<file path="config.mk">
export PLATFORM = sky130hd
export DESIGN_NAME = instruction_fetch_pipe
export DESIGN_NICKNAME = d
export VERILOG_FILES = /design/src/rtl/instruction_fetch_pipe.sv
export SDC_FILE = /design/constraint.sdc
export NUM_CORES = 1
export LEC_CHECK = 0
export CORE_MARGIN = 1
export CORE_UTILIZATION = 50
export CTS_BUF_LIST = sky130_fd_sc_hd__clkbuf_4 sky130_fd_sc_hd__clkbuf_8
export CTS_CLUSTER_SIZE = 24
export DETAILED_ROUTE_END_ITERATION = 8
export DONT_BUFFER_PORTS = 1
export GPL_ROUTABILITY_DRIVEN = 0
export PLACE_DENSITY = 0.65
export SYNTH_ARGS = -nofsm -noshare
export SYNTH_HDL_FRONTEND = slang
export SYNTH_SLANG_ARGS = --single-unit
export TNS_END_PERCENT = 5
</file>
<file path="constraint.sdc">
create_clock -name clk -period 6.1 [get_ports clk]
set_clock_uncertainty 0.1 [all_clocks]
set_input_delay 0.61 -clock clk [delete_from_list [all_inputs] [get_ports clk]]
set_output_delay 0.61 -clock clk [all_outputs]
set_load 0.02 [all_outputs]
</file>
<file path="src/rtl/instruction_fetch_pipe.sv">
// Instruction fetch stage: PC, request issue, response queue and IF/ID register.
// Redirects discard in-flight responses through a drop counter.
module instruction_fetch_pipe #(
  parameter int XLEN = 32,
  parameter logic [XLEN-1:0] RESET_PC = 32'h0,
  parameter int PC_INC = 1,
  parameter int FQ_DEPTH = 2,
  parameter logic [XLEN-1:0] NOP = 32'h00000013
) (
  input  logic            clk,
  input  logic            rst,
  input  logic            PCSrcE,
  input  logic [XLEN-1:0] PCTarget,
  input  logic            StallD,
  input  logic            FlushD,
  output logic            imem_req,
  output logic [XLEN-1:0] imem_addr,
  input  logic            imem_ready,
  input  logic            imem_rvalid,
  input  logic [XLEN-1:0] imem_rdata,
  output logic [XLEN-1:0] IF_ID_IR,
  output logic [XLEN-1:0] IF_ID_PC,
  output logic [XLEN-1:0] IF_ID_PCPlus,
  output logic            IF_ID_valid
);

  localparam int AW = $clog2(FQ_DEPTH);
  localparam int CW = AW + 1;

  typedef struct packed {
    logic [XLEN-1:0] pc;
    logic [XLEN-1:0] ir;
  } if_id_t;

  logic [XLEN-1:0] pc_q;
  logic [CW-1:0]   out_q;
  logic [CW-1:0]   drop_q;
  logic [CW-1:0]   occ_q;
  logic [AW-1:0]   pf_rd;
  logic [AW-1:0]   pf_wr;
  logic [AW-1:0]   fq_rd;
  logic [AW-1:0]   fq_wr;
  logic [XLEN-1:0] pf_mem [FQ_DEPTH];
  if_id_t          fq_mem [FQ_DEPTH];

  logic          accept;
  logic          rsp;
  logic          drop_rsp;
  logic          keep;
  logic          pop;
  logic [CW:0]   used;
  logic [CW-1:0] out_nxt;

  // Slots are reserved at issue time so the queue can never overflow.
  assign used = {1'b0, out_q} + {1'b0, occ_q};
  assign imem_req = rst & ~PCSrcE
                  & (used < (CW+1)'(FQ_DEPTH));
  assign imem_addr = pc_q;
  assign accept = imem_req & imem_ready;
  assign rsp = imem_rvalid & (out_q != '0);
  assign drop_rsp = rsp & (drop_q != '0);
  assign keep = rsp & ~drop_rsp & ~PCSrcE;
  assign pop = ~PCSrcE & ~FlushD & ~StallD
             & (occ_q != '0);
  assign out_nxt = out_q + CW'(accept) - CW'(rsp);
  assign IF_ID_PCPlus = IF_ID_PC + XLEN'(PC_INC);

  always_ff @(posedge clk or negedge rst) begin
    if (!rst) begin
      pc_q   <= RESET_PC;
      out_q  <= '0;
      drop_q <= '0;
      pf_rd  <= '0;
      pf_wr  <= '0;
    end else begin
      out_q <= out_nxt;
      if (accept) pf_wr <= pf_wr + 1'b1;
      if (rsp) pf_rd <= pf_rd + 1'b1;
      if (PCSrcE) begin
        pc_q   <= PCTarget;
        drop_q <= out_nxt;
      end else begin
        if (accept) pc_q <= pc_q + XLEN'(PC_INC);
        if (drop_rsp) drop_q <= drop_q - 1'b1;
      end
    end
  end

  always_ff @(posedge clk or negedge rst) begin
    if (!rst) begin
      occ_q <= '0;
      fq_rd <= '0;
      fq_wr <= '0;
    end else if (PCSrcE) begin
      occ_q <= '0;
      fq_rd <= '0;
      fq_wr <= '0;
    end else begin
      occ_q <= occ_q + CW'(keep) - CW'(pop);
      if (keep) fq_wr <= fq_wr + 1'b1;
      if (pop) fq_rd <= fq_rd + 1'b1;
    end
  end

  always_ff @(posedge clk) begin
    if (accept) pf_mem[pf_wr] <= pc_q;
    if (keep) fq_mem[fq_wr] <= '{pc: pf_mem[pf_rd], ir: imem_rdata};
  end

  always_ff @(posedge clk or negedge rst) begin
    if (!rst) begin
      IF_ID_IR    <= NOP;
      IF_ID_PC    <= '0;
      IF_ID_valid <= 1'b0;
    end else if (PCSrcE | FlushD) begin
      IF_ID_IR    <= NOP;
      IF_ID_valid <= 1'b0;
    end else if (!StallD) begin
      if (occ_q != '0) begin
        IF_ID_IR    <= fq_mem[fq_rd].ir;
        IF_ID_PC    <= fq_mem[fq_rd].pc;
        IF_ID_valid <= 1'b1;
      end else begin
        IF_ID_IR    <= NOP;
        IF_ID_valid <= 1'b0;
      end
    end
  end

endmodule

</file>
== After elaboration in Yosys (flattened, before gate mapping) ==
Memories as Yosys holds them, arrays and structs flattened.
Index checks and enable logic that the tools add are counted.

* Register bits after elaboration: 107
* Memory bits (writable): 192
* Output and inout port bits: 130
* Logic and storage cells: 70
* Memories: 2

{| class="wikitable"
|+ Memories
! name !! words !! width !! rd ports !! clocked after memory_dff !! write ports !! RTL line !! text
|-
| fq_mem || 2 || 64 || 1 || 0 || 1 || 44 || <nowiki>if_id_t fq_mem [FQ_DEPTH];</nowiki>
|-
| pf_mem || 2 || 32 || 1 || 0 || 1 || 43 || <nowiki>logic [XLEN-1:0] pf_mem [FQ_DEPTH];</nowiki>
|}

* $add $sub $neg: 12
* $lt $le $gt $ge: 1
* Eq/ne operators: 1
* Muxes and demuxes: 19
* Bitwise gates (word level): 16
* Reduce and logical (&&, ||, !) cells: 8

{| class="wikitable"
|+ Operators with widths
! kind !! number
|-
| $mux 32 || 5
|-
| $add 32x1->32 const B || 2
|-
| $reduce_bool 2->1 || 7
|-
| $mux 1 || 11
|-
| $and 1x1->1 || 10
|-
| $mux 2 || 3
|-
| $not 1->1 || 5
|-
| $add 1x1->1 const B || 4
|-
| $add 2x1->2 || 2
|-
| $sub 2x1->2 || 2
|-
| $add 2x2->3 || 1
|-
| $lt 3x2->1 const B || 1
|-
| $reduce_and 3->1 || 1
|-
| $ne 2x1->1 const B || 1
|-
| $sub 2x1->2 const B || 1
|-
| $or 1x1->1 || 1
|}

== Longest topological paths before layout ==
* Word-level depth: 9
* Gate-level depth with buffers: 14
* Gate-level depth less buffers: 12

== Least setup slack after synthesis ==
Ideal clock, no wire load.

* Path type: input to register
* Start point: in PCSrcE
* End point: mem fq_mem[0][0] (netlist bit) (enable)
* Arrival: 5.556 ns
* Setup slack: -0.121 ns
* Cell stages on the path: 4
* Cell sequence: buf_4 -> clkbuf_1 -> clkbuf_1 -> nor3_1

* Longest elaborated chain between the ends: 4

{| class="wikitable"
|+ RTL lines
! item !! RTL line !! text
|-
| from (decl) || 12 || <nowiki>input logic PCSrcE,</nowiki>
|-
| $not 1->1 || 62 || <nowiki>assign keep = rsp & ~drop_rsp & ~PCSrcE;</nowiki>
|-
| $and 1x1->1 || 62 ||
|-
| $mux 1 || 107 || <nowiki>if (keep) fq_mem[fq_wr] <= '{pc: pf_mem[pf_rd], ir: imem_rdata};</nowiki>
|-
| $mux 1 (not written as such) || 107 ||
|-
| to (decl) || 44 ||
|}

No other way between the ends.

== Final worst setup path ==
* Start point: reg IF_ID_PC[0], read port of fq_mem
* End point: out IF_ID_PCPlus[30]

* Longest elaborated chain between the ends: 1

{| class="wikitable"
|+ RTL lines
! item !! RTL line !! text
|-
| from (decl) || 22 || <nowiki>output logic [XLEN-1:0] IF_ID_PC,</nowiki>
|-
| $add 32x1->32 || 66 || <nowiki>assign IF_ID_PCPlus = IF_ID_PC + XLEN'(PC_INC);</nowiki>
|-
| to (decl) || 23 || <nowiki>output logic [XLEN-1:0] IF_ID_PCPlus,</nowiki>
|}

No other way between the ends.

==> flow_summary.rst <==
.. list-table::
   :header-rows: 1

   * - Metric
     - Value
   * - Count of endpoints failing setup in the final report
     - 0
   * - Maximum number of buffers from clock root to sink
     - 3
   * - Per-cell routed wire length
     - 20.2 um
   * - Die H
     - 158 um
   * - Placement row count
     - 56
   * - Overall routed net length
     - 25.3 mm
   * - Total vias in the final route
     - 7,084
   * - Routed via count divided by cell count
     - 5.65
   * - Netlist Area Pre-Place
     - 0.0122 mm2
   * - Worst reg-to-reg path cell count
     - 12
   * - Area of the multi-input gates
     - 0.00355 mm2
   * - Count of input and output buffers
     - 0
   * - Number of max-slew violations in the final report
     - 0
   * - Rel. slew slack
     - 20.4%
   * - First-pass iteration count of the detailed router
     - 5
   * - Clock-pin slew of the registers on the worst-case setup and hold paths
     - 0.06 ns
   * - Global route overflow
     - 0
   * - CTS tree
     - done
   * - Worst endpoint data arrival time
     - 3.25 ns
   * - Static Leakage
     - 4.88 nW
   * - Number of nets in the finished design
     - 973
   * - Most frequent standard cell in the layout excluding fill and tap cells
     - edfxtp_1
   * - Synth unique cells
     - 51
   * - Number of antenna violations at the first check in global routing
     - 1
   * - Maximum clock frequency
     - 0.252 GHz
   * - Sequential fraction of the synthesis area
     - 69.2%
   * - Min cycle time layout
     - 3.96 ns
   * - # IOs
     - 201
   * - Worst path required time
     - 5.39 ns
   * - #FFs+latches synth
     - 299
   * - Hold violation count in the final report
     - 0
   * - Worst flop-to-flop path startpoint
     - out_q[0]
   * - Max Cap Viol
     - 0
   * - Post-route insts no fill
     - 1,254
   * - Result of the run
     - finished, final reports clean
   * - Critical path endpoint
     - IF_ID_PCPlus[30]
   * - Tightest Hold Check Type
     - primary input to register
   * - Inserted Clock Buffers
     - 48
   * - Maximum fanout encountered on the critical timing path
     - 7
   * - Signed area change from the synthesized netlist to the final layout
     - 10.9%
   * - Kind of end point of the critical path
     - output pin
   * - Maximum number of pins on one net before global-route repair
     - 108
   * - Floorplan die area
     - 0.0251 mm2
   * - Placed Instances
     - 1,160
   * - Setup repair after global routing missed its margin
     - no
   * - Remaining antenna violation count
     - 0
   * - Number of buffers inserted for hold repair after clock tree synthesis
     - 3
   * - Placed wire-length estimate after detailed placement
     - 16.2 mm
   * - Transition time at the pin with the least slew margin
     - 1.18 ns
   * - Cell area power density
     - 405 mW/mm2
   * - CP startpoint
     - IF_ID_PC[0]
   * - Destination of the worst register-to-register timing path
     - drop_q[1]
   * - Max IR drop VDD
     - 0.000188 V
   * - Syn Nets
     - 954
   * - Count of buffers added by post-CTS timing repair for setup
     - 0
   * - Worst setup slack for register-to-register paths
     - 2.22 ns
   * - Syn_area_per_cell
     - 14.0 um2
   * - Iteration-0 DRC Markers
     - 458
   * - Post-cts gate resize count
     - 0
   * - Post-detailed-route DRC marker count
     - 0
   * - Clk root buf
     - clkbuf_8
   * - Clock tree sinks
     - 299
   * - Part of the cycle the worst path needs
     - 65.0%
   * - Sequential standard cell area
     - 0.00845 mm2
   * - All-layer global routing usage
     - 20.3%
   * - Global-route wire length before repair
     - 38.6 mm
   * - Critical path class
     - register to output pin
   * - Initial cell density of the core
     - 51.6%
   * - Fillers
     - 1,922
   * - Core ar.
     - 0.0237 mm2
   * - Leading cell types in the layout, fill and taps excluded
     - edfxtp_1, nand2_1, dfrtp_1
   * - Primary FF master, synth
     - edfxtp_1
   * - Number of global-route vias before repair
     - 7,066
   * - Share of flip-flops with an asynchronous set or reset
     - 35.8%
   * - Maximum level of the CTS H-tree
     - 2
   * - Sum of negative setup slack
     - 0 ns
   * - Synthesized instance count
     - 875
   * - Die width
     - 158 um
   * - Launching element type of the critical path
     - register
   * - Clk_lat worst skew
     - 0.56 ns
   * - Synthesis Warnings
     - 0
   * - Number of synthesized flops with an enable pin
     - 192
   * - Fraction of layout cells with a size suffix above 1
     - 16.0%
[cell type report]
cell class              count  share of cell area [%]
flip-flops and latches    299                    62.4
multi-input cells         523                    26.2
clock buffers              78                    6.87
well taps                 319                    2.95
repair buffers             10                   0.739
clock inverters            11                   0.434
inverters                  12                   0.333
diodes                      2                  0.0370
[worst max-delay path, stage by stage (launching register included)]
cell and delay, ns:
dfrtp_1 0.56, ha_1 0.30, inv_1 0.08, nor4_2 0.64, and4_1 0.47, nand3_1 0.14, xnor2_1 0.55
[through the flow]
step           setup WS, ns  total power, mW  hold WS (ns)  area, um2  utilization, %
2_1_floorplan          1.84             3.57         0.214      12200               -
3_3_place_gp           2.48             3.76         0.221      12500            52.8
3_5_place_dp           2.25             3.80         0.220      12500            52.8
4_1_cts                2.10             5.55      0.000278      13500            57.1
5_1_grt                1.91             5.75      0.000449      13500            57.2
6_report               2.14             5.48        0.0309      13500            57.2
[cells by family (layout without fill, tap and decap cells)]
family / count (synthesis) / count (layout) / synth area share (%)
other: 0 / 2 / 0
buffers and inverters: 53 / 111 / 1.89
adder cells (fa/ha/maj): 8 / 8 / 0.881
AO/OA/AOI/OAI: 127 / 127 / 6.06
XOR/XNOR: 44 / 44 / 3.16
AND/OR/NAND/NOR: 246 / 246 / 10.5
multiplexers: 98 / 98 / 8.37
flip-flops: 299 / 299 / 69.2
[worst min path at each step]
stage	from	to	slack, ns	cells past startpoint
CTS	PCSrcE	occ_q[1]	0.0003	1
global placement	rst	IF_ID_PC[10]	0.22	0
floorplan	rst	IF_ID_IR[10]	0.21	0
finish	PCSrcE	occ_q[1]	0.03	1
global route	PCSrcE	occ_q[1]	0.0004	1
detailed placement	rst	IF_ID_PC[9]	0.22	0
[where the power goes]
part           switching [mW]  internal, mW  leakage (nW)  total (mW)
Combinational           0.522         0.303          1.23       0.824
Sequential              0.477          2.47          3.11        2.95
Clock                   0.746         0.966         0.533        1.71
Total                    1.74          3.74          4.88        5.48
[flip-flops by register name (all words and copies together), names as in the netlist, 2 cells and up]
register and cells:
IF_ID_IR 32, IF_ID_PC 32, drop_q 2, fq_mem 128, imem_addr 32, occ_q 2, out_q 2, pf_mem 64
[Yosys cell counts (all sizes together), types with 7 or more instances]
| library cell | instances | area (um2) |
|---|---|---|
| and3 | 11 | 68.8 |
| mux2i | 65 | 651 |
| and4 | 7 | 61.3 |
| xor2 | 16 | 140 |
| xnor2 | 28 | 245 |
| dfrtp | 104 | 2600 |
| nand4 | 15 | 115 |
| o21ai | 88 | 440 |
| mux2 | 33 | 372 |
| ha | 7 | 87.6 |
| o311ai | 11 | 96.3 |
| nand2 | 115 | 432 |
| clkbuf | 22 | 82.6 |
| and2 | 7 | 43.8 |
| nor2 | 26 | 97.6 |
| inv | 12 | 45.1 |
| nor2b | 11 | 68.8 |
| nand3 | 30 | 155 |
| buf | 19 | 103 |
| edfxtp | 192 | 5770 |
[metal layers]
| metal | part of all wire, % | track usage (%) | vias up | routed length (um) |
|---|---|---|---|---|
| met5 | 0 | 0 | - | 0 |
| met4 | 2.1 | 6.96 | 0 | 533 |
| met3 | 8.6 | 6.64 | 47 | 2160 |
| met2 | 48 | 32.6 | 289 | 12000 |
| met1 | 42 | 26.0 | 3477 | 10500 |
| li1 | - | - | 3271 | - |
(Power assumes the default switching activity.)
